<file path="src/rtl/pipe_hazard_ctrl.sv">
// pipe_hazard_ctrl: hazard/sequencing controller for the 5-stage pipeline.
// Produces the PC, IF/ID, ID/EX and EX/MEM control strobes combinationally from the
// current state and the ID/EX/MEM inputs. The strobes handle load-use bubbles,
// taken-branch redirects and data-memory waits. A memory access that never completes
// is caught by a timeout. The block also keeps saturating stall/flush counters.
module pipe_hazard_ctrl #(
  parameter int MEM_TIMEOUT = 64,
  parameter int CNT_W       = 16
) (
  input  logic             clk,
  input  logic             reset,
  input  logic [4:0]       id_rs1,
  input  logic [4:0]       id_rs2,
  input  logic             id_uses_rs1,
  input  logic             id_uses_rs2,
  input  logic             ex_valid,
  input  logic [4:0]       ex_rd,
  input  logic             ex_memread,
  input  logic             ex_branch_taken,
  input  logic             mem_req,
  input  logic             mem_ready,
  output logic             pc_write,
  output logic             ifid_write,
  output logic             ifid_flush,
  output logic             idex_flush,
  output logic             idex_bubble,
  output logic             idex_hold,
  output logic             mem_err,
  output logic [CNT_W-1:0] stall_cnt,
  output logic [CNT_W-1:0] flush_cnt
);

  // wait_cnt only ever needs to reach MEM_TIMEOUT-1
  localparam int WAIT_W = (MEM_TIMEOUT > 2) ? $clog2(MEM_TIMEOUT) : 1;
  localparam logic [WAIT_W-1:0] WAIT_LAST = WAIT_W'(MEM_TIMEOUT - 1);

  typedef enum logic [1:0] {
    RUN      = 2'd0,
    MEM_WAIT = 2'd1,
    ERROR    = 2'd2
  } state_t;

  state_t            state, state_nxt;
  logic [WAIT_W-1:0] wait_cnt, wait_nxt;
  logic              mem_err_q, mem_err_nxt;
  logic              frozen;
  logic              load_use;

  // A load in EX whose destination is read by the instruction in ID
  assign load_use = ex_valid && ex_memread && (ex_rd != 5'd0) &&
                    ((id_uses_rs1 && (id_rs1 == ex_rd)) ||
                     (id_uses_rs2 && (id_rs2 == ex_rd)));

  // Next-state and control outputs: freeze first, then branch, then load-use
  always_comb begin
    // NOTE: every signal driven here gets a default first so no path infers a latch.
    state_nxt   = state;
    wait_nxt    = wait_cnt;
    mem_err_nxt = mem_err_q;
    frozen      = 1'b0;
    pc_write    = 1'b1;
    ifid_write  = 1'b1;
    ifid_flush  = 1'b0;
    idex_flush  = 1'b0;
    idex_bubble = 1'b0;
    idex_hold   = 1'b0;

    if (!reset) begin
      unique case (state)
        RUN: begin
          if (mem_req && !mem_ready) begin
            frozen    = 1'b1;
            state_nxt = MEM_WAIT;
            wait_nxt  = WAIT_W'(1);
          end
        end
        MEM_WAIT: begin
          // Release is same-cycle: the pipeline advances on the mem_ready cycle
          if (mem_ready) begin
            state_nxt = RUN;
            wait_nxt  = '0;
          end else begin
            frozen = 1'b1;
            if (wait_cnt == WAIT_LAST) begin
              state_nxt   = ERROR;
              mem_err_nxt = 1'b1;
            end else begin
              wait_nxt = wait_cnt + WAIT_W'(1);
            end
          end
        end
        ERROR: begin
          frozen = 1'b1;
        end
        default: begin
          state_nxt = RUN;
        end
      endcase

      // A frozen pipeline keeps a taken branch in EX; it is honoured after release
      if (frozen) begin
        pc_write   = 1'b0;
        ifid_write = 1'b0;
        idex_hold  = 1'b1;
      end else if (ex_branch_taken) begin
        ifid_flush = 1'b1;
        idex_flush = 1'b1;
      end else if (load_use) begin
        pc_write    = 1'b0;
        ifid_write  = 1'b0;
        idex_bubble = 1'b1;
      end
    end
  end

  // The sticky error flag reads as 0 while reset is asserted, like every other control
  assign mem_err = mem_err_q && !reset;

  // State, wait counter and sticky error register
  always_ff @(posedge clk) begin
    // NOTE: sequential state uses non-blocking assignments so every flop samples pre-edge values.
    if (reset) begin
      state     <= RUN;
      wait_cnt  <= '0;
      mem_err_q <= 1'b0;
    end else begin
      state     <= state_nxt;
      wait_cnt  <= wait_nxt;
      mem_err_q <= mem_err_nxt;
    end
  end

  // Saturating performance counters: stalled cycles and branch redirects
  always_ff @(posedge clk) begin
    if (reset) begin
      stall_cnt <= '0;
      flush_cnt <= '0;
    end else begin
      if (!pc_write && (stall_cnt != '1)) stall_cnt <= stall_cnt + CNT_W'(1);
      if (idex_flush && (flush_cnt != '1)) flush_cnt <= flush_cnt + CNT_W'(1);
    end
  end

endmodule

</file>
<file path="config.mk">
export PLATFORM = sky130hd
export DESIGN_NAME = pipe_hazard_ctrl
export DESIGN_NICKNAME = d
export VERILOG_FILES = /design/src/rtl/pipe_hazard_ctrl.sv
export SDC_FILE = /design/constraint.sdc
export NUM_CORES = 1
export LEC_CHECK = 0
export ABC_AREA = 1
export BUFFER_PORTS_ARGS = -buffer_cell sky130_fd_sc_hd__buf_4
export CAP_MARGIN = 40
export CORE_MARGIN = 3
export CORE_UTILIZATION = 55
export DETAILED_ROUTE_END_ITERATION = 6
export PLACE_DENSITY = 0.82
export SKIP_CTS_REPAIR_TIMING = 1
export SYNTH_ARGS = -nofsm -noshare
export SYNTH_HDL_FRONTEND = slang
export SYNTH_SLANG_ARGS = --single-unit
</file>
<file path="constraint.sdc">
create_clock -name clk -period 2.2 [get_ports clk]
set_input_delay 0.22 -clock clk [delete_from_list [all_inputs] [get_ports clk]]
set_output_delay 0.22 -clock clk [all_outputs]
set_load 0.01 [all_outputs]
</file>
==> results.ini <==
[status]
status=finished, final reports clean

[global_routing]
overflow=0
grt_pass1_wl_um=10100
grt_usage_pct=23.5
grt_pass1_vias=2437
antenna_found_initial=0
grt_max_degree=30

[synthesis]
ys_ff_latch=41
synth_area_per_cell_um2=6.29
netlist_area_um2=2510
synth_flop_cell=dfxtp_1
synthArstFlopShare_pct=0
ys_seq_area_share_pct=32.7
yosysUniqueCellTypes=37
synth_fp_nets=426
syn-instance-count=399
yosys_warnings=0
synth_edf_count=0

[timing]
rsz0062_at_grt=false
finalCritPeriodShare_pct=89.1
fmax_ghz=0.510
slew_headroom_pct=76.6
maxSlewViolCount=0
tns_ns=0
setup-violations-final=0
hold_violations=0
fin_skew_ns=0.00593
whs_ns=0.237
fin_crit_ns=1.96
worst_pin_slew_ns=0.347

[clock_tree]
cts_buffers=5
ctsRootBufferMaster=clkbuf_8
path_clk_slew_ns=0.08
cts_tree=built
clk_latency_ns=0.29
htree_levels=2
clock_sinks=41
clk_path_buf_depth=2

[setup_path]
crit_type=reg2out
crit_path_end_kind=primary output
critPathRequiredTime_ns=1.98
arrival_ns=1.74
cp-start-kind=flip-flop
reg2reg_depth=8
path_max_fanout=29

[die]
core_um2=4200
die_x_um=73.6
ioPinCount=63
dieArea_um2=5410
die_h_um=73.6
rows=23
start_util_pct=59.7

[finish]
fin_cells=511
area_delta_synth_final_pct=22.9
layout-drive-gt1-share_pct=21.7
nets=487
fillCellCount=393
n_antenna_cell=0

[power_and_ir_drop]
power.internal_w=0.00112
power_w=0.00150
clockPowerShare_pct=37.4
p_leak_nw=1.44
cellPowerDensity_nw_per_um2=486
switching_share_pct=25.6
peakVddDrop_mv=0.290
comb_power_share_pct=11.9
power_switching_w=0.000384
seq_power_share_pct=50.7

[drt]
drt_iter0_drc=134
num_vias=2627
first_pass_iters=4
antenna_left=0
vias_per_cell=5.14
wl_um=6050
drc=0
post_drt_wl_per_cell_um=11.8

[hold_path]
hold_class=in2reg
hold_path_depth=2

[place]
routabilityCongestion=0.866
hpwl_um=4520
place.port_buffers=62
placedCellCount=503

[flow_run]
cap_violations=0

layout make-up:
type / instances / area [µm²] / share of cell area [%]
clock buffers: 7 / 96.3 / 3.12
clock inverters: 1 / 8.76 / 0.284
inverters: 48 / 180 / 5.84
multi-input cells: 300 / 1440 / 46.5
flip-flops and latches: 41 / 821 / 26.6
well taps: 50 / 62.6 / 2.03
repair buffers: 64 / 480 / 15.6
critical path, stage by stage (launching register included):
cell and delay, ns:
dfxtp_1 0.34, inv_2 0.08, nand2_2 0.08, nor2_4 0.11
inv_2 0.06, nand2_2 0.11, nand2_2 0.06, nand2_1 0.07
buf_4 0.28, inv_1 0.10, buf_4 0.16
power by group through the flow:
stage	sequential (W)	combinational (W)	clock, W
detailed placement	0.000778	0.000177	0
global placement	0.000777	0.000172	0
CTS	0.000761	0.000179	0.000572
floorplan	0.000779	0.000109	0
global route	0.000763	0.000201	0.000605
finish	0.000761	0.000178	0.000561
registers in the layout (all words and copies together) (netlist names):
register   count
state          2
mem_err_q      1
stall_cnt     16
wait_cnt       6
flush_cnt     16
kinds of logic after synthesis:
| group | share of synthesized area (%) |
|---|---|
| adder cells (fa/ha/maj) | 1.50 |
| XOR/XNOR | 2.44 |
| buffers and inverters | 10.1 |
| flip-flops | 32.7 |
| AND/OR/NAND/NOR | 43.6 |
| AO/OA/AOI/OAI | 9.62 |
cells in the mapped netlist (all sizes together), types with 2 or more instances:
library cell  number  share of area [%]
nor3              15                3.6
nand3             27                5.8
ha                 3                1.5
nand2            118                 18
xnor2              2               0.70
buf                8                2.6
nor2              78                 12
clkbuf             2               0.30
nand3b             2               0.60
xor2               5                1.7
inv               47                7.0
nand4              6                1.7
dfxtp             41                 33
a21oi             28                6.6
o21ai              9                1.8
worst paths after layout:
check                             startpoint  slack, ns            to
worst min register to register     mem_err_q       0.47     mem_err_q
worst max-delay path                state[1]       0.24      pc_write
worst min-delay path                   reset       0.24  flush_cnt[7]
worst max register to register  flush_cnt[0]       0.40  flush_cnt[2]
metal layers:
layer  up-vias  GRT usage [%]  part of all wire, %
met5         -              0                    0
met4         0           5.03                  1.4
met3        11           4.38                  5.1
met2        69           42.9                   51
met1      1169           28.2                   43
li1       1378              -                    -
layout by cell type (no fill, tap or decap), drive strengths merged:
cell    instances
a21oi          28
and2            1
buf            64
clkbuf          7
clkinv          1
dfxtp          41
ha              3
inv            48
nand2         118
nand3          27
nand3b          2
nand4           6
nor2           78
nor3           15
nor3b           1
nor4            1
o21ai           9
o21bai          1
o22ai           1
o31ai           1
or2             1
xnor2           2
xor2            5
through the flow:
| step | cell area (µm²) | utilization (%) | worst slack [ns] |
|---|---|---|---|
| after detailed placement | 2980 | 70.9 | 0.446 |
| after floorplan | 2510 | - | 0.607 |
| final | 3080 | 73.4 | 0.241 |
| after global routing | 3080 | 73.4 | 0.118 |
| after global placement | 2980 | 70.9 | 0.455 |
| after CTS | 3080 | 73.4 | 0.238 |
No activity file was read; power rests on OpenSTA's default activity.
